`src/rtl/afe_seq_ctl.sv`:
```
// AFE line sequencer: drives the IRST/STI -> readout clock -> SHR -> INTG -> SHS
// cycle for a daisy-chain of analog front-ends. It supports single-frame and
// continuous operation, a start/stop handshake, line/frame status and an STO
// chain-integrity flag. Every output is registered from the next-state values,
// so the pins line up exactly with the phase they belong to.
module afe_seq_ctl #(
  parameter int N_CH        = 64,
  parameter int N_AFE       = 1,
  parameter int CLK_EXTRA   = 3,
  parameter int CLK_HALF    = 65,
  parameter int T_IRST      = 100,
  parameter int T_SXX       = 50,
  parameter int T_WAIT_INTG = 100,
  parameter int T_WAIT_SHS  = 500,
  parameter int T_END       = 10,
  parameter int T_DF_LEAD   = 50,
  parameter int DF_EN       = 1,
  parameter int CW          = 16
) (
  input  logic          CLK_100M,
  input  logic          CLK_RST,
  input  logic          ADS_INIT_OK,
  input  logic          start,
  input  logic          stop,
  input  logic          cont_mode,
  input  logic [15:0]   num_lines,
  input  logic [CW-1:0] intg_cycles,
  input  logic [2:0]    pga_sel,
  input  logic          AFE_STO,
  output logic          AFE_CLK,
  output logic          AFE_INTG,
  output logic          AFE_IRST,
  output logic          AFE_SHS,
  output logic          AFE_SHR,
  output logic          AFE_STI,
  output logic          AFE_DF_SM,
  output logic [2:0]    AFE_PGA,
  output logic          busy,
  output logic          line_start,
  output logic          line_done,
  output logic          frame_done,
  output logic [15:0]   line_cnt,
  output logic          sto_err
);

  localparam int NCLK    = N_AFE * N_CH + CLK_EXTRA;
  localparam int RD_LEN  = 2 * CLK_HALF * NCLK;
  localparam int M1      = (T_IRST > T_WAIT_INTG) ? T_IRST : T_WAIT_INTG;
  localparam int M2      = (M1 > T_SXX + T_END) ? M1 : T_SXX + T_END;
  localparam int FIX_MAX = (M2 > RD_LEN) ? M2 : RD_LEN;
  localparam int FIX_W   = $clog2(FIX_MAX + 1);
  // The INTG phase can reach (2^CW - 1) + T_WAIT_SHS, hence at least CW+1 bits.
  localparam int CNT_W   = (FIX_W > CW + 1) ? FIX_W : CW + 1;
  localparam int HW      = $clog2(CLK_HALF);

  localparam logic [CNT_W-1:0] IRST_LAST = CNT_W'(T_IRST - 1);
  localparam logic [CNT_W-1:0] RD_LAST   = CNT_W'(RD_LEN - 1);
  localparam logic [CNT_W-1:0] SHR_LAST  = CNT_W'(T_WAIT_INTG - 1);
  localparam logic [CNT_W-1:0] SHS_LAST  = CNT_W'(T_SXX + T_END - 1);
  localparam logic [CNT_W-1:0] SXX       = CNT_W'(T_SXX);
  localparam logic [CNT_W-1:0] WAIT_SHS  = CNT_W'(T_WAIT_SHS);
  localparam logic [CNT_W-1:0] DF_LEAD   = CNT_W'(T_DF_LEAD);
  localparam logic [HW-1:0]    HALF_LAST = HW'(CLK_HALF - 1);

  typedef enum logic [2:0] {S_IDLE, S_IRST, S_RDOUT, S_SHR, S_INTG, S_SHS} state_t;

  state_t           state, nxt_state;
  logic [CNT_W-1:0] cnt, nxt_cnt;
  logic [CW-1:0]    intg_l, intg_use;
  logic [CNT_W-1:0] intg_ext;
  logic [15:0]      nlines_l;
  logic             cont_l;
  logic             stop_pend;
  logic             sto_seen;
  logic [HW-1:0]    hcnt;
  logic             start_go;
  logic             more_lines;
  logic             last_shs_nxt;

  function automatic logic [CW-1:0] clamp_intg(input logic [CW-1:0] v);
    return (v == '0) ? CW'(1) : v;
  endfunction

  function automatic logic [15:0] clamp_lines(input logic [15:0] v);
    return (v == 16'd0) ? 16'd1 : v;
  endfunction

  // Next-state and phase-counter logic
  always_comb begin
    nxt_state  = state;
    intg_use   = (state == S_INTG) ? intg_l : clamp_intg(intg_cycles);
    intg_ext   = CNT_W'(intg_use);
    start_go   = (state == S_IDLE) && start && ADS_INIT_OK;
    // line_cnt has already been bumped when the final SHS cycle is reached
    more_lines = !(stop_pend || stop) && (cont_l || (line_cnt < nlines_l));
    case (state)
      S_IDLE:  if (start_go) nxt_state = S_IRST;
      S_IRST:  if (cnt == IRST_LAST) nxt_state = S_RDOUT;
      S_RDOUT: if (cnt == RD_LAST) nxt_state = S_SHR;
      S_SHR:   if (cnt == SHR_LAST) nxt_state = S_INTG;
      S_INTG:  if (cnt == intg_ext + WAIT_SHS - CNT_W'(1)) nxt_state = S_SHS;
      S_SHS:   if (cnt == SHS_LAST) nxt_state = more_lines ? S_IRST : S_IDLE;
      default: nxt_state = S_IDLE;
    endcase
    nxt_cnt      = (nxt_state != state || nxt_state == S_IDLE) ? '0 : cnt + 1'b1;
    last_shs_nxt = (nxt_state == S_SHS) && (nxt_cnt == SHS_LAST);
  end

  // State register and phase counter
  always_ff @(posedge CLK_100M or posedge CLK_RST) begin
    if (CLK_RST) begin
      state <= S_IDLE;
      cnt   <= '0;
    end else begin
      state <= nxt_state;
      cnt   <= nxt_cnt;
    end
  end

  // Frame parameters captured at start / INTG entry (data only, no reset needed)
  always_ff @(posedge CLK_100M) begin
    if (start_go) nlines_l <= clamp_lines(num_lines);
    if (nxt_state == S_INTG) intg_l <= intg_use;
  end

  // Frame control and status: mode latch, stop request, STO tracking, counters
  always_ff @(posedge CLK_100M or posedge CLK_RST) begin
    if (CLK_RST) begin
      cont_l     <= 1'b0;
      stop_pend  <= 1'b0;
      sto_seen   <= 1'b0;
      sto_err    <= 1'b0;
      line_cnt   <= '0;
      AFE_PGA    <= 3'b111;
      busy       <= 1'b0;
      line_start <= 1'b0;
      line_done  <= 1'b0;
      frame_done <= 1'b0;
    end else begin
      if (start_go) begin
        cont_l    <= cont_mode;
        AFE_PGA   <= pga_sel;
        stop_pend <= stop;
        sto_seen  <= 1'b0;
        sto_err   <= 1'b0;
        line_cnt  <= '0;
      end else begin
        if (state != S_IDLE) begin
          if (nxt_state == S_IDLE) stop_pend <= 1'b0;
          else if (stop)           stop_pend <= 1'b1;
        end
        if (last_shs_nxt) begin
          line_cnt <= line_cnt + 16'd1;
          sto_seen <= 1'b0;
          if (!sto_seen) sto_err <= 1'b1;
        end else if (state == S_RDOUT && AFE_STO) begin
          sto_seen <= 1'b1;
        end
      end
      busy       <= (nxt_state != S_IDLE);
      line_start <= (nxt_state == S_RDOUT) && (state != S_RDOUT);
      line_done  <= last_shs_nxt;
      frame_done <= (state != S_IDLE) && (nxt_state == S_IDLE);
    end
  end

  // AFE pin drive: phase strobes, readout clock and DF_SM window
  always_ff @(posedge CLK_100M or posedge CLK_RST) begin
    if (CLK_RST) begin
      AFE_CLK   <= 1'b0;
      hcnt      <= '0;
      AFE_IRST  <= 1'b0;
      AFE_STI   <= 1'b0;
      AFE_SHR   <= 1'b0;
      AFE_INTG  <= 1'b0;
      AFE_SHS   <= 1'b0;
      AFE_DF_SM <= 1'b1;
    end else begin
      if (nxt_state == S_RDOUT) begin
        if (state != S_RDOUT) begin
          AFE_CLK <= 1'b1;
          hcnt    <= '0;
        end else if (hcnt == HALF_LAST) begin
          AFE_CLK <= ~AFE_CLK;
          hcnt    <= '0;
        end else begin
          hcnt <= hcnt + 1'b1;
        end
      end else begin
        AFE_CLK <= 1'b0;
        hcnt    <= '0;
      end
      AFE_IRST  <= (nxt_state == S_IRST);
      AFE_STI   <= (nxt_state == S_IRST) && (nxt_cnt < SXX);
      AFE_SHR   <= (nxt_state == S_SHR)  && (nxt_cnt < SXX);
      AFE_SHS   <= (nxt_state == S_SHS)  && (nxt_cnt < SXX);
      AFE_INTG  <= (nxt_state == S_INTG) && (nxt_cnt < intg_ext);
      // DF_SM goes low at INTG entry and returns high T_DF_LEAD before INTG falls
      AFE_DF_SM <= !((DF_EN != 0) && (nxt_state == S_INTG) &&
                     (({1'b0, nxt_cnt} + {1'b0, DF_LEAD}) < {1'b0, intg_ext}));
    end
  end

endmodule
```
`config.mk`:
```
export PLATFORM = sky130hd
export DESIGN_NAME = afe_seq_ctl
export DESIGN_NICKNAME = d
export VERILOG_FILES = /design/src/rtl/afe_seq_ctl.sv
export SDC_FILE = /design/constraint.sdc
export NUM_CORES = 1
export LEC_CHECK = 0
export CAP_MARGIN = 20
export CORE_ASPECT_RATIO = 1.25
export CORE_MARGIN = 2
export CORE_UTILIZATION = 32
export CTS_CLUSTER_SIZE = 25
export DETAILED_ROUTE_END_ITERATION = 8
export PLACE_DENSITY = 0.49
export REMOVE_ABC_BUFFERS = 1
export SKIP_CTS_REPAIR_TIMING = 1
export SLEW_MARGIN = 30
export SYNTH_ARGS = -nofsm -noshare
export SYNTH_HDL_FRONTEND = slang
export SYNTH_SLANG_ARGS = --single-unit
export TNS_END_PERCENT = 50
```
`constraint.sdc`:
```
create_clock -name CLK_100M -period 17.4 [get_ports CLK_100M]
set_input_delay 3.48 -clock CLK_100M [delete_from_list [all_inputs] [get_ports CLK_100M]]
set_output_delay 3.48 -clock CLK_100M [all_outputs]
set_load 0.02 [all_outputs]
```
=== Yosys cells after proc, flatten, opt, wreduce, memory -nomap -nowiden ===
Index checks and enable logic that the tools add are counted.

* Add/subtract/negate cells: 6
* $lt $le $gt $ge: 4
* Equality and inequality tests: 20
* Mux-type cells: 29
* Bitwise gates (word level): 1
* Reductions and logical operators: 29

{| class="wikitable"
|+ Operator list
! kind !! count
|-
| 16-bit 2-to-1 mux || 4
|-
| 17-bit by 6-bit == test with 1-bit output, second input constant || 2
|-
| 16-bit logical NOT || 2
|-
| 7-bit 2-to-1 mux || 3
|-
| 17-bit by 6-bit adder with 18-bit output, second input constant || 1
|-
| 18-bit by 16-bit < comparator with 1-bit output || 1
|-
| 3-bit 2-to-1 mux || 6
|-
| 3-bit case mux with 6 select lines || 1
|-
| 16-bit by 9-bit adder with 17-bit output, second input constant || 1
|-
| 17-bit by 1-bit adder with 17-bit output, second input constant || 1
|-
| 17-bit by 14-bit == test with 1-bit output, second input constant || 1
|-
| 17-bit == test || 1
|-
| 17-bit by 7-bit == test with 1-bit output, second input constant || 1
|-
| 17-bit by 16-bit < comparator with 1-bit output || 1
|-
| 17-bit by 6-bit < comparator with 1-bit output, second input constant || 1
|-
| 17-bit 2-to-1 mux || 1
|-
| 17-bit by 1-bit subtractor with 17-bit output, second input constant || 1
|-
| 16-bit by 1-bit adder with 16-bit output, second input constant || 1
|-
| 16-bit < comparator || 1
|-
| 1-bit 2-to-1 mux || 14
|-
| 3-bit by 2-bit == test with 1-bit output, second input constant || 4
|-
| 3-bit == test, second input constant || 4
|-
| 1-bit logical AND || 12
|-
| 3-bit nonzero test || 4
|-
| other kinds (13) || 20
|}

* Register bits after elaboration: 93
* Input port bits: 42
* Output and inout port bits: 31
* Word-level logic and storage cells: 111

=== Logic depth before layout (Yosys ltp) ===
Gate-level depths: netlist of run 1.

* Depth in word-level cells: 15
* Mapped depth: 30
* Gate-level depth less buffers: 28

=== Worst setup path after synthesis of run 1 ===
Ideal clock, no wire load.

* Kind: input to register
* Start point: input intg_cycles[4]
* End point: register AFE_DF_SM
* Library setup time: 0.082 ns
* Data arrival time: 9.212 ns
* Required time: 17.318 ns
* Slack: 8.107 ns
* Stages: 27
* Path buffers: 1
* Path through: or4_1 -> nand2b_1 -> o311ai_0 -> o21ai_1 -> ha_1 -> and3b_1 -> mux2_2 -> xnor2_1 -> or3_1 -> a311oi_1 -> nand4bb_1 -> o21ai_2 -> buf_2 -> nor2_1 -> ha_1 -> a21boi_0 -> a211oi_1 -> nand2b_1 -> a21oi_1 -> xnor2_1 -> nor2_1 -> ha_1 -> and4_1 -> nand3_1 -> or4_1 -> o21a_1 -> o211ai_1

* Longest elaborated chain between the ends: 15
* Elaborated cells between the ends (all ways): 17
* Classes of those cells: 3 x add/sub; 1 x order compare; 3 x eq/ne; 5 x mux; 5 x reduce/logical

{| class="wikitable"
|+ Ends and longest elaborated chain
! item !! RTL line !! source
|-
| start, declared || 27 || <nowiki>input logic [CW-1:0] intg_cycles,</nowiki>
|-
| 16-bit logical NOT || 81 || <nowiki>return (v == '0) ? CW'(1) : v;</nowiki>
|-
| 16-bit 2-to-1 mux (*) || 81 ||
|-
| 16-bit 2-to-1 mux (*) || 91 || <nowiki>intg_use = (state == S_INTG) ? intg_l : clamp_intg(intg_cycles);</nowiki>
|-
| 16-bit by 9-bit adder with 17-bit output (*) || 101 || <nowiki>S_INTG: if (cnt == intg_ext + WAIT_SHS - CNT_W'(1)) nxt_state = S_SHS;</nowiki>
|-
| 17-bit by 1-bit subtractor with 17-bit output (*) || 101 ||
|-
| 17-bit == test (*) || 101 ||
|-
| 3-bit 2-to-1 mux (*) || 101 ||
|-
| 3-bit case mux with 6 select lines (*) || 96 || <nowiki>case (state)</nowiki>
|-
| 3-bit inequality test / 3-bit logical NOT (equally long branches) || 105 || <nowiki>nxt_cnt = (nxt_state != state || nxt_state == S_IDLE) ? '0 : cnt + 1'b1;</nowiki>
|-
| 1-bit logical OR (*) || 105 ||
|-
| 17-bit 2-to-1 mux (*) || 105 ||
|-
| net nxt_cnt[1] || 68 || <nowiki>logic [CNT_W-1:0] cnt, nxt_cnt;</nowiki>
|-
| 17-bit by 6-bit adder with 18-bit output (*) || 200 || <nowiki>(({1'b0, nxt_cnt} + {1'b0, DF_LEAD}) < {1'b0, intg_ext}));</nowiki>
|-
| 18-bit by 16-bit < comparator with 1-bit output (*) || 200 ||
|-
| 1-bit logical AND (*) || 199 || <nowiki>AFE_DF_SM <= !((DF_EN != 0) && (nxt_state == S_INTG) &&</nowiki>
|-
| 1-bit logical NOT (*) || 199 ||
|-
| end signal, assigned || 199 ||
|-
| end, declared || 36 || <nowiki>output logic AFE_DF_SM,</nowiki>
|}

Mark *: on every way through the listed nets, which the timed path passes. The rest lies on a longest branch.
A chain may end at the register's enable or synchronous reset.

=== Final worst setup path of run 1 ===
Same ends and word-level chain as after synthesis.

==> metrics.txt, run 1 <==
# TYPE chip_impl_metric gauge
chip_impl_metric{name="ys_warn_count",unit=""} 0
chip_impl_metric{name="clkSinkCount",unit=""} 93
chip_impl_metric{name="critical_path.max_fanout",unit=""} 26
chip_impl_metric{name="syn_area_per_cell",unit="um2"} 9.31
chip_impl_info{name="worst_path_max_delay_cell",value="or4_1"} 1
chip_impl_info{name="tritoncts",value="yes"} 1
chip_impl_metric{name="worstRegToRegCells",unit=""} 26
chip_impl_metric{name="num_antenna_cells",unit=""} 0
chip_impl_metric{name="grt_pass1_vias",unit=""} 5647
chip_impl_metric{name="fraction_of_the_cycle_the_final_worst_path_needs",unit="%"} 57.6
chip_impl_metric{name="via_per_inst",unit=""} 5.24
chip_impl_metric{name="placed_cells_incl_taps",unit=""} 1014
chip_impl_info{name="outcome",value="finished clean"} 1
chip_impl_info{name="worstHoldEndpoint",value="AFE_PGA[2]"} 1
chip_impl_info{name="postSynth.topFlopCell",value="dfrtp_1"} 1
chip_impl_metric{name="sequentialPowerShare",unit="%"} 44.2
chip_impl_info{name="synth_top_cells_by_area",value="dfrtp_1 (22%), edfxtp_1 (15%), ha_1 (10%)"} 1
chip_impl_metric{name="grtUsageTotal",unit="%"} 17.8
chip_impl_info{name="grt_setup_unrepaired",value="false"} 1
chip_impl_info{name="critPathTopFamily",value="simple AND/OR/NAND/NOR gates"} 1
chip_impl_metric{name="initial_antenna_violation_count",unit=""} 0
chip_impl_metric{name="yosys_register_bits",unit=""} 93
chip_impl_info{name="worstHoldPathType",value="flip-flop to flip-flop"} 1
chip_impl_metric{name="maxClockFrequency",unit="MHz"} 99.7
chip_impl_metric{name="placedInstanceArea",unit="um2"} 7500
chip_impl_metric{name="r2r_setup_slack",unit="ps"} 10440
chip_impl_metric{name="timing.slew.headroom",unit="%"} 38.5
chip_impl_metric{name="clock_insertion_delay_worst_skew",unit="ps"} 350
chip_impl_info{name="synth.top_cells.by_count",value="nor2_1 (76), dfrtp_1 (57), ha_1 (53)"} 1
chip_impl_metric{name="power_dens_cells",unit="nW/um2"} 71.6
chip_impl_info{name="r2r-start",value="state[0]"} 1
chip_impl_metric{name="count_of_nets_left_with_antenna_violations_after_detail_routing",unit=""} 0
chip_impl_metric{name="grt_first_pass_wirelength",unit="mm"} 30.0
chip_impl_metric{name="filler_cell_count",unit=""} 2107
chip_impl_info{name="critical_path.startpoint_type",value="primary input"} 1
chip_impl_metric{name="critPathBufInv",unit=""} 2
chip_impl_metric{name="clock_tree.buffer_depth",unit=""} 2
chip_impl_metric{name="post_synth_mux_area_share",unit="%"} 2.78
chip_impl_metric{name="dr.first_iter.drc_count",unit=""} 235
chip_impl_metric{name="cp.arrival",unit="ps"} 10300
chip_impl_metric{name="die-area",unit="um2"} 21700
chip_impl_metric{name="die-height",unit="um"} 164
chip_impl_metric{name="count_of_unresolved_drc_violations_after_routing",unit=""} 0
chip_impl_metric{name="timing_worst_slew_pin_value",unit="ps"} 922
chip_impl_metric{name="io_buffers",unit=""} 72
chip_impl_metric{name="yosysUniqueCellTypes",unit=""} 71
chip_impl_info{name="cts_root_buf",value="clkbuf_16"} 1
chip_impl_metric{name="postSynth.asyncResetShare",unit="%"} 65.6
chip_impl_metric{name="net-switching-power",unit="mW"} 0.166
chip_impl_metric{name="finalNetCount",unit=""} 850
chip_impl_metric{name="ios",unit=""} 73
chip_impl_metric{name="post-dp-hpwl",unit="mm"} 14.3
chip_impl_info{name="worstHoldStart",value="AFE_PGA[2]"} 1
chip_impl_metric{name="power_leakage",unit="nW"} 3.04
chip_impl_metric{name="layout-drive-gt1-share",unit="%"} 5.79
chip_impl_metric{name="combinationalPowerShare",unit="%"} 20.2
chip_impl_metric{name="grt_start_max_net_pins",unit=""} 62
chip_impl_metric{name="clk_pin_slew_worst_paths",unit="ps"} 70
chip_impl_info{name="r2r-end",value="AFE_DF_SM"} 1
chip_impl_metric{name="cell_internal_pwr",unit="mW"} 0.392
chip_impl_info{name="critical_path_sink_type",value="flip-flop"} 1
chip_impl_metric{name="worstHoldPathCells",unit=""} 2
chip_impl_metric{name="floorplan.core_area",unit="um2"} 20200
chip_impl_metric{name="finalWirelength",unit="mm"} 18.3
chip_impl_metric{name="finalSetupViolCount",unit=""} 0
chip_impl_metric{name="fin_hold_ws",unit="ps"} 459
chip_impl_metric{name="placementRows",unit=""} 58
chip_impl_metric{name="stdcell_count",unit=""} 1030
chip_impl_metric{name="irDropWorstVdd",unit="mV"} 0.0474
chip_impl_metric{name="skew",unit="ps"} 8.33
chip_impl_metric{name="initial_utilization",unit="%"} 32.6
chip_impl_metric{name="switching_share",unit="%"} 29.7
chip_impl_metric{name="cp.required",unit="ps"} 17670
chip_impl_metric{name="netlist.area_leader.share",unit="%"} 21.7
chip_impl_metric{name="setup_slack",unit="ps"} 7370
chip_impl_metric{name="final_hold_viol_count",unit=""} 0
chip_impl_metric{name="setup_total_negative_slack",unit="ps"} 0
chip_impl_metric{name="dr_total_vias",unit=""} 5395
chip_impl_metric{name="pre_cts_slack",unit="ps"} 7000
chip_impl_metric{name="die_w",unit="um"} 132
chip_impl_info{name="synth.largest_area_cell",value="dfrtp_1"} 1
chip_impl_metric{name="synth_sequential_area_ratio",unit="%"} 37.9
chip_impl_metric{name="post_synth_xor_area_fraction",unit="%"} 8.90
chip_impl_metric{name="synth_compound_gate_area_share",unit="%"} 11.8
chip_impl_metric{name="gp_congestion",unit=""} 0.923
chip_impl_metric{name="slew_violations",unit=""} 0
chip_impl_metric{name="flow.area_growth_from_synthesis",unit="%"} 18.5
chip_impl_metric{name="post_route_cell_area",unit="um2"} 7790
chip_impl_metric{name="synth_enable_flop_cells",unit=""} 32
chip_impl_info{name="main_combinational_cell_family_by_area_after_synthesis",value="simple AND/OR/NAND/NOR gates"} 1
chip_impl_metric{name="critPathMaxStageDelay",unit="ps"} 620
chip_impl_metric{name="routedWlPerCell",unit="um"} 17.8
chip_impl_metric{name="gr-total-overflow",unit=""} 0
chip_impl_info{name="most_used_standard_cell_by_instance_count_after_synthesis",value="nor2_1"} 1
chip_impl_metric{name="router_iterations_before_antenna_repair",unit=""} 4
chip_impl_metric{name="numCtsBuffers",unit=""} 9
chip_impl_metric{name="fraction_of_the_mapped_netlist_area_in_simple_logic_gates",unit="%"} 23.3
chip_impl_metric{name="synth_cells",unit=""} 706
chip_impl_info{name="worst_setup_path_category",value="primary input to flip-flop"} 1
chip_impl_metric{name="power.share.clock",unit="%"} 35.6
chip_impl_metric{name="drv_cap",unit=""} 0
chip_impl_metric{name="cts_htree_levels",unit=""} 3
chip_impl_metric{name="period_needed",unit="ps"} 10030
chip_impl_metric{name="post_synth_fa_ha_maj_area_fraction",unit="%"} 10.1
chip_impl_metric{name="synth_area",unit="um2"} 6580
[state kept, by name, indices dropped and copies added, names as in the netlist]
register,count
AFE_CLK,1
AFE_DF_SM,1
AFE_INTG,1
AFE_IRST,1
AFE_PGA,3
AFE_SHR,1
AFE_SHS,1
AFE_STI,1
busy,1
cnt,17
cont_l,1
frame_done,1
hcnt,7
intg_l,16
line_cnt,16
line_done,1
line_start,1
nlines_l,16
state,3
sto_err,1
sto_seen,1
stop_pend,1
[layer usage]
layer / track usage (%) / routed length [um]
met1: 21.0 / 7660
met2: 31.9 / 9310
met3: 2.25 / 674
met4: 8.90 / 692
met5: 0 / 0
[worst max path at each step]
stage	start	to	depth (start not counted)
after floorplan	intg_cycles[4]	AFE_DF_SM	26
after global placement	intg_cycles[4]	AFE_DF_SM	28
after detailed placement	intg_cycles[4]	AFE_DF_SM	28
after CTS	intg_cycles[5]	AFE_DF_SM	28
after global routing	intg_cycles[4]	AFE_DF_SM	29
final	intg_cycles[4]	AFE_DF_SM	28
[layout by cell type, fill, tap and decap left out, types with 4 or more instances in the layout]
| master | n |
|---|---|
| a211oi_1 | 7 |
| a21o_1 | 12 |
| a21oi_1 | 24 |
| a31oi_1 | 7 |
| and2_1 | 7 |
| and3_1 | 11 |
| buf_4 | 4 |
| clkbuf_16 | 9 |
| clkdlybuf4s50_1 | 72 |
| dfrtp_1 | 57 |
| dfstp_2 | 4 |
| edfxtp_1 | 32 |
| ha_1 | 53 |
| inv_1 | 43 |
| mux2i_1 | 16 |
| nand2_1 | 51 |
| nand2b_1 | 12 |
| nand3_1 | 23 |
| nand3b_1 | 4 |
| nand4_1 | 17 |
| nor2_1 | 76 |
| nor2b_1 | 6 |
| nor3_1 | 24 |
| nor4_1 | 11 |
| nor4b_1 | 5 |
| o211ai_1 | 10 |
| o21a_1 | 6 |
| o21ai_0 | 9 |
| o31ai_1 | 4 |
| or4_1 | 9 |
| xnor2_1 | 35 |
| xor2_1 | 30 |
[metrics by stage]
stage / util (%) / power [mW]
floorplan: - / 0.320
global placement: 37.1 / 0.364
detailed placement: 37.2 / 0.364
CTS: 38.6 / 0.566
global route: 38.6 / 0.585
finish: 38.6 / 0.558
[cells by family (layout without fill, tap and decap cells)]
| family | Yosys count | after routing |
|---|---|---|
| AO/OA/AOI/OAI | 110 | 110 |
| multiplexers | 18 | 18 |
| adder cells (fa/ha/maj) | 53 | 53 |
| XOR/XNOR | 66 | 66 |
| AND/OR/NAND/NOR | 283 | 283 |
| flip-flops | 93 | 93 |
| buffers and inverters | 83 | 137 |
[layout make-up]
| class | instances | area, um2 | area share [%] |
|---|---|---|---|
| clock buffers | 10 | 229 | 2.94 |
| clock inverters | 6 | 62.6 | 0.803 |
| inverters | 45 | 169 | 2.17 |
| multi-input cells | 530 | 3750 | 48.1 |
| flip-flops and latches | 93 | 2490 | 32.0 |
| well taps | 270 | 338 | 4.34 |
| repair buffers | 76 | 751 | 9.64 |
[power by group through the flow]
stage / combinational (mW) / clock, mW / sequential (mW)
after CTS: 0.114 / 0.206 / 0.247
after detailed placement: 0.113 / 0 / 0.251
after global placement: 0.113 / 0 / 0.251
final: 0.113 / 0.199 / 0.247
after floorplan: 0.0742 / 0 / 0.245
after global routing: 0.126 / 0.212 / 0.248
[tightest hold or removal path, cell delays in order (launching register included)]
cell     delay (ps)
dfstp_2         370
nand2_1          50
nand2_1          50
(Power assumes the default switching activity.)
==> run 2: changes to the inputs <==
- clock period: 17.4 -> 9.3 ns (I/O delays scaled with it)
==> run 2 against run 1 <==
Net effect:
- combinational power rose by 86%
- clock power is 77% higher
- register-to-register slack got worse by 7900 ps
- largest cell class unchanged
==> metrics.txt, run 2 (synthesis results as in run 1) <==
# TYPE chip_impl_metric gauge
chip_impl_info{name="worst_setup_path_category",value="primary input to flip-flop"} 1
chip_impl_metric{name="setup_total_negative_slack",unit="ps"} 0
chip_impl_metric{name="power_dens_cells",unit="nW/um2"} 131
chip_impl_metric{name="flow.area_growth_from_synthesis",unit="%"} 18.3
chip_impl_metric{name="period_needed",unit="ps"} 8290
chip_impl_metric{name="cp.arrival",unit="ps"} 8560
chip_impl_info{name="cts_root_buf",value="clkbuf_16"} 1
chip_impl_metric{name="overall_power",unit="mW"} 1.02
chip_impl_metric{name="finalSetupViolCount",unit=""} 0
chip_impl_metric{name="die-height",unit="um"} 164
chip_impl_metric{name="final_hold_viol_count",unit=""} 0
chip_impl_metric{name="drv_cap",unit=""} 0
chip_impl_metric{name="initial_antenna_violation_count",unit=""} 0
chip_impl_metric{name="post-dp-hpwl",unit="mm"} 14.3
chip_impl_metric{name="placementRows",unit=""} 58
chip_impl_metric{name="filler_cell_count",unit=""} 2101
chip_impl_info{name="worstHoldPathType",value="flip-flop to flip-flop"} 1
chip_impl_info{name="grt_setup_unrepaired",value="false"} 1
chip_impl_metric{name="dr_total_vias",unit=""} 5432
chip_impl_info{name="registers.top_by_ff_count",value="cnt"} 1
chip_impl_metric{name="via_per_inst",unit=""} 5.27
chip_impl_info{name="path_common_cell",value="nor2_1"} 1
chip_impl_metric{name="critPathMaxStageDelay",unit="ps"} 620
chip_impl_metric{name="die-area",unit="um2"} 21700
chip_impl_metric{name="clkSinkCount",unit=""} 93
chip_impl_info{name="critical_path_sink_type",value="flip-flop"} 1
chip_impl_metric{name="count_of_nets_left_with_antenna_violations_after_detail_routing",unit=""} 0
chip_impl_metric{name="clock_tree.buffer_depth",unit=""} 2
chip_impl_metric{name="floorplan.core_area",unit="um2"} 20200
chip_impl_metric{name="skew",unit="ps"} 9.11
chip_impl_info{name="outcome",value="finished clean"} 1
chip_impl_metric{name="numCtsBuffers",unit=""} 9
chip_impl_metric{name="dr.first_iter.drc_count",unit=""} 219
chip_impl_metric{name="number_of_flip_flops_under_the_largest_register_name",unit=""} 17
chip_impl_metric{name="grtUsageTotal",unit="%"} 17.6
chip_impl_info{name="commonest_non_fill_non_tap_cells_in_the_layout",value="nor2_1 (76), clkdlybuf4s50_1 (72), dfrtp_1 (57)"} 1
chip_impl_metric{name="slew_violations",unit=""} 0
chip_impl_metric{name="grt_start_max_net_pins",unit=""} 62
chip_impl_metric{name="gr-total-overflow",unit=""} 0
chip_impl_info{name="final_common_cell",value="nor2_1"} 1
chip_impl_metric{name="die_w",unit="um"} 132
chip_impl_metric{name="critPathBufInv",unit=""} 1
chip_impl_metric{name="grt_pass1_vias",unit=""} 5610
chip_impl_metric{name="cts_htree_levels",unit=""} 3
chip_impl_metric{name="postLayoutCoreUtil",unit="%"} 38.6
chip_impl_metric{name="ios",unit=""} 73
chip_impl_metric{name="num_antenna_cells",unit=""} 0
chip_impl_metric{name="placedInstanceArea",unit="um2"} 7500
chip_impl_metric{name="router_iterations_before_antenna_repair",unit=""} 4
chip_impl_metric{name="routedWlPerCell",unit="um"} 17.8
chip_impl_metric{name="irDropWorstVdd",unit="mV"} 0.0873
chip_impl_info{name="critPathTopFamily",value="simple AND/OR/NAND/NOR gates"} 1
chip_impl_metric{name="count_of_unresolved_drc_violations_after_routing",unit=""} 0
chip_impl_metric{name="finalWirelength",unit="mm"} 18.3
chip_impl_metric{name="initial_utilization",unit="%"} 32.6
chip_impl_metric{name="finalNetCount",unit=""} 850
chip_impl_metric{name="io_buffers",unit=""} 72
chip_impl_metric{name="grt_first_pass_wirelength",unit="mm"} 29.8
chip_impl_metric{name="layout-drive-gt1-share",unit="%"} 6.05
chip_impl_info{name="tritoncts",value="yes"} 1
chip_impl_metric{name="timing.slew.headroom",unit="%"} 42.9
chip_impl_metric{name="power_leakage",unit="nW"} 3.03
chip_impl_metric{name="clk_pin_slew_worst_paths",unit="ps"} 70
chip_impl_metric{name="gp_congestion",unit=""} 0.952
chip_impl_info{name="critical_path.startpoint_type",value="primary input"} 1
chip_impl_metric{name="maxClockFrequency",unit="MHz"} 121
chip_impl_metric{name="cp.required",unit="ps"} 9580
chip_impl_info{name="worst_path_max_delay_cell",value="or4_1"} 1
chip_impl_metric{name="post_route_cell_area",unit="um2"} 7780
chip_impl_metric{name="timing_worst_slew_pin_value",unit="ps"} 833
chip_impl_metric{name="clock_insertion_delay_worst_skew",unit="ps"} 350
chip_impl_metric{name="critical_path.max_fanout",unit=""} 5
chip_impl_metric{name="fraction_of_the_cycle_the_final_worst_path_needs",unit="%"} 89.1
[run 2: metal layers]
layer | vias to the layer above | global-route usage, % | routed length [um]
met3 | 35 | 3.18 | 676
met1 | 2636 | 20.0 | 7640
li1 | 2636 | - | -
met5 | - | 0 | 0
met4 | 0 | 7.18 | 541
met2 | 125 | 32.4 | 9450
[run 2: metrics by stage]
step | worst slack [ps] | std cells | hold WS (ps)
3_3_place_gp | 871 | 1014 | 451
3_5_place_dp | 662 | 1014 | 455
4_1_cts | 1020 | 1030 | 467
5_1_grt | 520 | 1030 | 483
2_1_floorplan | 1370 | 668 | 446
6_report | 1010 | 1030 | 462
[run 2: cell type report]
class                   instances  area (um2)  share of cell area (%)
multi-input cells             530        3750                    48.2
clock buffers                  10         239                    3.07
flip-flops and latches         93        2490                    32.0
repair buffers                 76         751                    9.65
clock inverters                 6        37.5                   0.483
inverters                      45         169                    2.17
well taps                     270         338                    4.34
[run 2: final timing paths]
check | start | to | slack (ps) | depth (start not counted)
worst max-delay path | intg_cycles[4] | AFE_DF_SM | 1010 | 28
worst min-delay path | AFE_PGA[1] | AFE_PGA[1] | 460 | 2
worst max register to register | state[0] | AFE_DF_SM | 2560 | 25
worst min register to register | AFE_PGA[1] | AFE_PGA[1] | 460 | 2
max in group asynchronous | CLK_RST | cnt[8] | 6700 | 3
min in group asynchronous | CLK_RST | line_cnt[4] | 2080 | 3
[run 2: worst min-delay path, delay by kind of cell (launching register included)]
family,cells,cell delay [ps]
AND/OR/NAND/NOR,2,100
flip-flops,1,370
[run 2: power breakdown]
group / internal [mW] / switching [mW] / leakage (nW)
clock network: 0.188 / 0.164 / 0.132
registers: 0.432 / 0.0283 / 0.981
logic: 0.0932 / 0.116 / 1.92
total: 0.713 / 0.309 / 3.03
==> run 3: changes to the inputs <==
- CORE_UTILIZATION: 32 -> 33
- PLACE_DENSITY: 0.49 -> 0.51
- TNS_END_PERCENT: 50 -> 20
==> run 3 against run 2 <==
Net effect:
- via count decreased by 1.7%
- sequential power about the same
- largest cell class unchanged
- clock power increased by 2%
- sequential share of layout area unchanged
- power increased by 0.69%
- register-to-register slack got worse by 240 ps
- largest power group unchanged
- global-route usage increased by 0.66 points
- sequential cell count unchanged
==> metrics.txt, run 3 (synthesis results as in run 1) <==
# TYPE chip_impl_metric gauge
chip_impl_metric{name="cell_internal_pwr",unit="mW"} 0.724
chip_impl_metric{name="gr-total-overflow",unit=""} 0
chip_impl_metric{name="power_leakage",unit="nW"} 3.04
chip_impl_metric{name="clk_pin_slew_worst_paths",unit="ps"} 60
chip_impl_metric{name="r2r_setup_slack",unit="ps"} 2320
chip_impl_metric{name="flow.area_growth_from_synthesis",unit="%"} 18.3
chip_impl_metric{name="net-switching-power",unit="mW"} 0.305
chip_impl_metric{name="clock_insertion_delay_worst_skew",unit="ps"} 350
chip_impl_metric{name="grt_pass1_vias",unit=""} 5538
chip_impl_info{name="worstHoldPathType",value="flip-flop to flip-flop"} 1
chip_impl_info{name="worst_path_max_delay_cell",value="or4_1"} 1
chip_impl_info{name="outcome",value="finished clean"} 1
chip_impl_metric{name="skew",unit="ps"} 6.72
chip_impl_metric{name="grt_start_max_net_pins",unit=""} 62
chip_impl_metric{name="dr.first_iter.drc_count",unit=""} 180
chip_impl_info{name="critical_path.startpoint_type",value="primary input"} 1
chip_impl_metric{name="irDropWorstVdd",unit="mV"} 0.0922
chip_impl_metric{name="sequentialPowerShare",unit="%"} 44.9
chip_impl_metric{name="post-dp-hpwl",unit="mm"} 14.4
chip_impl_metric{name="overall_power",unit="mW"} 1.03
chip_impl_metric{name="final_hold_viol_count",unit=""} 0
chip_impl_metric{name="power_dens_cells",unit="nW/um2"} 132
chip_impl_metric{name="floorplan.core_area",unit="um2"} 19500
chip_impl_metric{name="maxClockFrequency",unit="MHz"} 119
chip_impl_metric{name="critPathBufInv",unit=""} 1
chip_impl_metric{name="cp.arrival",unit="ps"} 8680
chip_impl_info{name="cts_root_buf",value="clkbuf_16"} 1
chip_impl_info{name="r2r-end",value="AFE_DF_SM"} 1
chip_impl_metric{name="initial_utilization",unit="%"} 33.8
chip_impl_metric{name="die-area",unit="um2"} 21100
chip_impl_metric{name="critPathMaxStageDelay",unit="ps"} 610
chip_impl_metric{name="clock_tree.buffer_depth",unit=""} 2
chip_impl_info{name="critical_path_sink_type",value="flip-flop"} 1
chip_impl_metric{name="period_needed",unit="ps"} 8400
chip_impl_metric{name="die_w",unit="um"} 130
chip_impl_metric{name="count_of_unresolved_drc_violations_after_routing",unit=""} 0
chip_impl_metric{name="initial_antenna_violation_count",unit=""} 0
chip_impl_metric{name="io_buffers",unit=""} 72
chip_impl_metric{name="placedInstanceArea",unit="um2"} 7490
chip_impl_metric{name="finalNetCount",unit=""} 851
chip_impl_info{name="critical_path_sink",value="AFE_DF_SM"} 1
chip_impl_metric{name="grt_first_pass_wirelength",unit="mm"} 29.5
chip_impl_metric{name="postLayoutCoreUtil",unit="%"} 39.9
chip_impl_metric{name="number_of_flip_flops_under_the_largest_register_name",unit=""} 17
chip_impl_metric{name="worstRegToRegCells",unit=""} 26
chip_impl_metric{name="timing_worst_slew_pin_value",unit="ps"} 988
chip_impl_metric{name="cp.required",unit="ps"} 9570
chip_impl_metric{name="dr_total_vias",unit=""} 5342
chip_impl_info{name="final_common_cell",value="nor2_1"} 1
chip_impl_info{name="tritoncts",value="yes"} 1
chip_impl_info{name="crit_start",value="intg_cycles[4]"} 1
chip_impl_metric{name="finalWirelength",unit="mm"} 18.5
chip_impl_metric{name="drv_cap",unit=""} 0
chip_impl_metric{name="power.share.clock",unit="%"} 34.9
chip_impl_info{name="critPathTopFamily",value="simple AND/OR/NAND/NOR gates"} 1
chip_impl_info{name="commonest_non_fill_non_tap_cells_in_the_layout",value="nor2_1 (76), clkdlybuf4s50_1 (72), dfrtp_1 (57)"} 1
chip_impl_metric{name="post_route_cell_area",unit="um2"} 7780
chip_impl_metric{name="setup_total_negative_slack",unit="ps"} 0
chip_impl_info{name="worst_setup_path_category",value="primary input to flip-flop"} 1
chip_impl_metric{name="stdcell_count",unit=""} 1026
chip_impl_metric{name="grtUsageTotal",unit="%"} 18.2
chip_impl_metric{name="count_of_nets_left_with_antenna_violations_after_detail_routing",unit=""} 0
chip_impl_metric{name="die-height",unit="um"} 162
chip_impl_metric{name="router_iterations_before_antenna_repair",unit=""} 4
chip_impl_metric{name="placed_cells_incl_taps",unit=""} 1010
chip_impl_metric{name="layout-drive-gt1-share",unit="%"} 5.65
chip_impl_metric{name="cts_htree_levels",unit=""} 3
chip_impl_metric{name="switching_share",unit="%"} 29.6
chip_impl_metric{name="gp_congestion",unit=""} 0.899
chip_impl_metric{name="clkSinkCount",unit=""} 93
chip_impl_metric{name="critical_path.max_fanout",unit=""} 5
chip_impl_metric{name="fraction_of_the_cycle_the_final_worst_path_needs",unit="%"} 90.4
chip_impl_metric{name="finalSetupViolCount",unit=""} 0
chip_impl_metric{name="slew_violations",unit=""} 0
chip_impl_metric{name="placementRows",unit=""} 57
chip_impl_info{name="r2r-start",value="state[0]"} 1
chip_impl_metric{name="worst-path-stages",unit=""} 28
chip_impl_metric{name="timing.slew.headroom",unit="%"} 32.2
chip_impl_metric{name="routedWlPerCell",unit="um"} 18.1
chip_impl_info{name="grt_setup_unrepaired",value="false"} 1
chip_impl_metric{name="num_antenna_cells",unit=""} 0
chip_impl_metric{name="combinationalPowerShare",unit="%"} 20.2
chip_impl_info{name="registers.top_by_ff_count",value="cnt"} 1
chip_impl_metric{name="numCtsBuffers",unit=""} 9
chip_impl_metric{name="via_per_inst",unit=""} 5.21
chip_impl_metric{name="ios",unit=""} 73
## run 3: worst min-delay path by stage
stage                           from    endpoint  cells after the start
after floorplan               cont_l      cont_l                      2
after global placement    AFE_PGA[1]  AFE_PGA[1]                      2
after detailed placement  AFE_PGA[1]  AFE_PGA[1]                      2
after CTS                 AFE_PGA[1]  AFE_PGA[1]                      2
after global routing      AFE_PGA[2]  AFE_PGA[2]                      2
final                     AFE_PGA[1]  AFE_PGA[1]                      2
## run 3: cell type report
| type | count | area [um2] |
|---|---|---|
| fill | 1973 | 11700 |
| multi-input combinational | 530 | 3740 |
| sequential | 93 | 2490 |
| timing repair buffer | 77 | 758 |
| tap | 265 | 332 |
| clock buffer | 14 | 265 |
| inverter | 45 | 169 |
| clock inverter | 2 | 16.3 |
## run 3: worst reg2reg max path, delay by kind of cell, from the launching register on
kind	cells	cell delay (ps)
compound gates	9	2150
xor+xnor	2	290
fa+ha+maj	3	810
flops	1	680
mux	1	300
simple gates	11	2670
## run 3: through the flow
step	hold slack [ps]	worst slack, ps
6_report	459	895
4_1_cts	464	911
3_5_place_dp	452	568
3_3_place_gp	449	772
5_1_grt	485	345
2_1_floorplan	446	1370
## run 3: power groups by stage
stage                     Clock (mW)  Combinational (mW)  Sequential (mW)
after floorplan                    0               0.139            0.459
after global placement             0               0.210            0.468
after detailed placement           0               0.209            0.470
after CTS                      0.371               0.210            0.461
after global routing           0.388               0.233            0.464
final                          0.359               0.208            0.463
## run 3: layer usage
layer / GRT usage, % / vias up / share of wire, %
met3: 3.00 / 31 / 3.3
li1: - / 2638 / -
met2: 33.1 / 110 / 53
met5: 0 / - / 0
met4: 6.35 / 0 / 2.3
met1: 21.5 / 2563 / 42
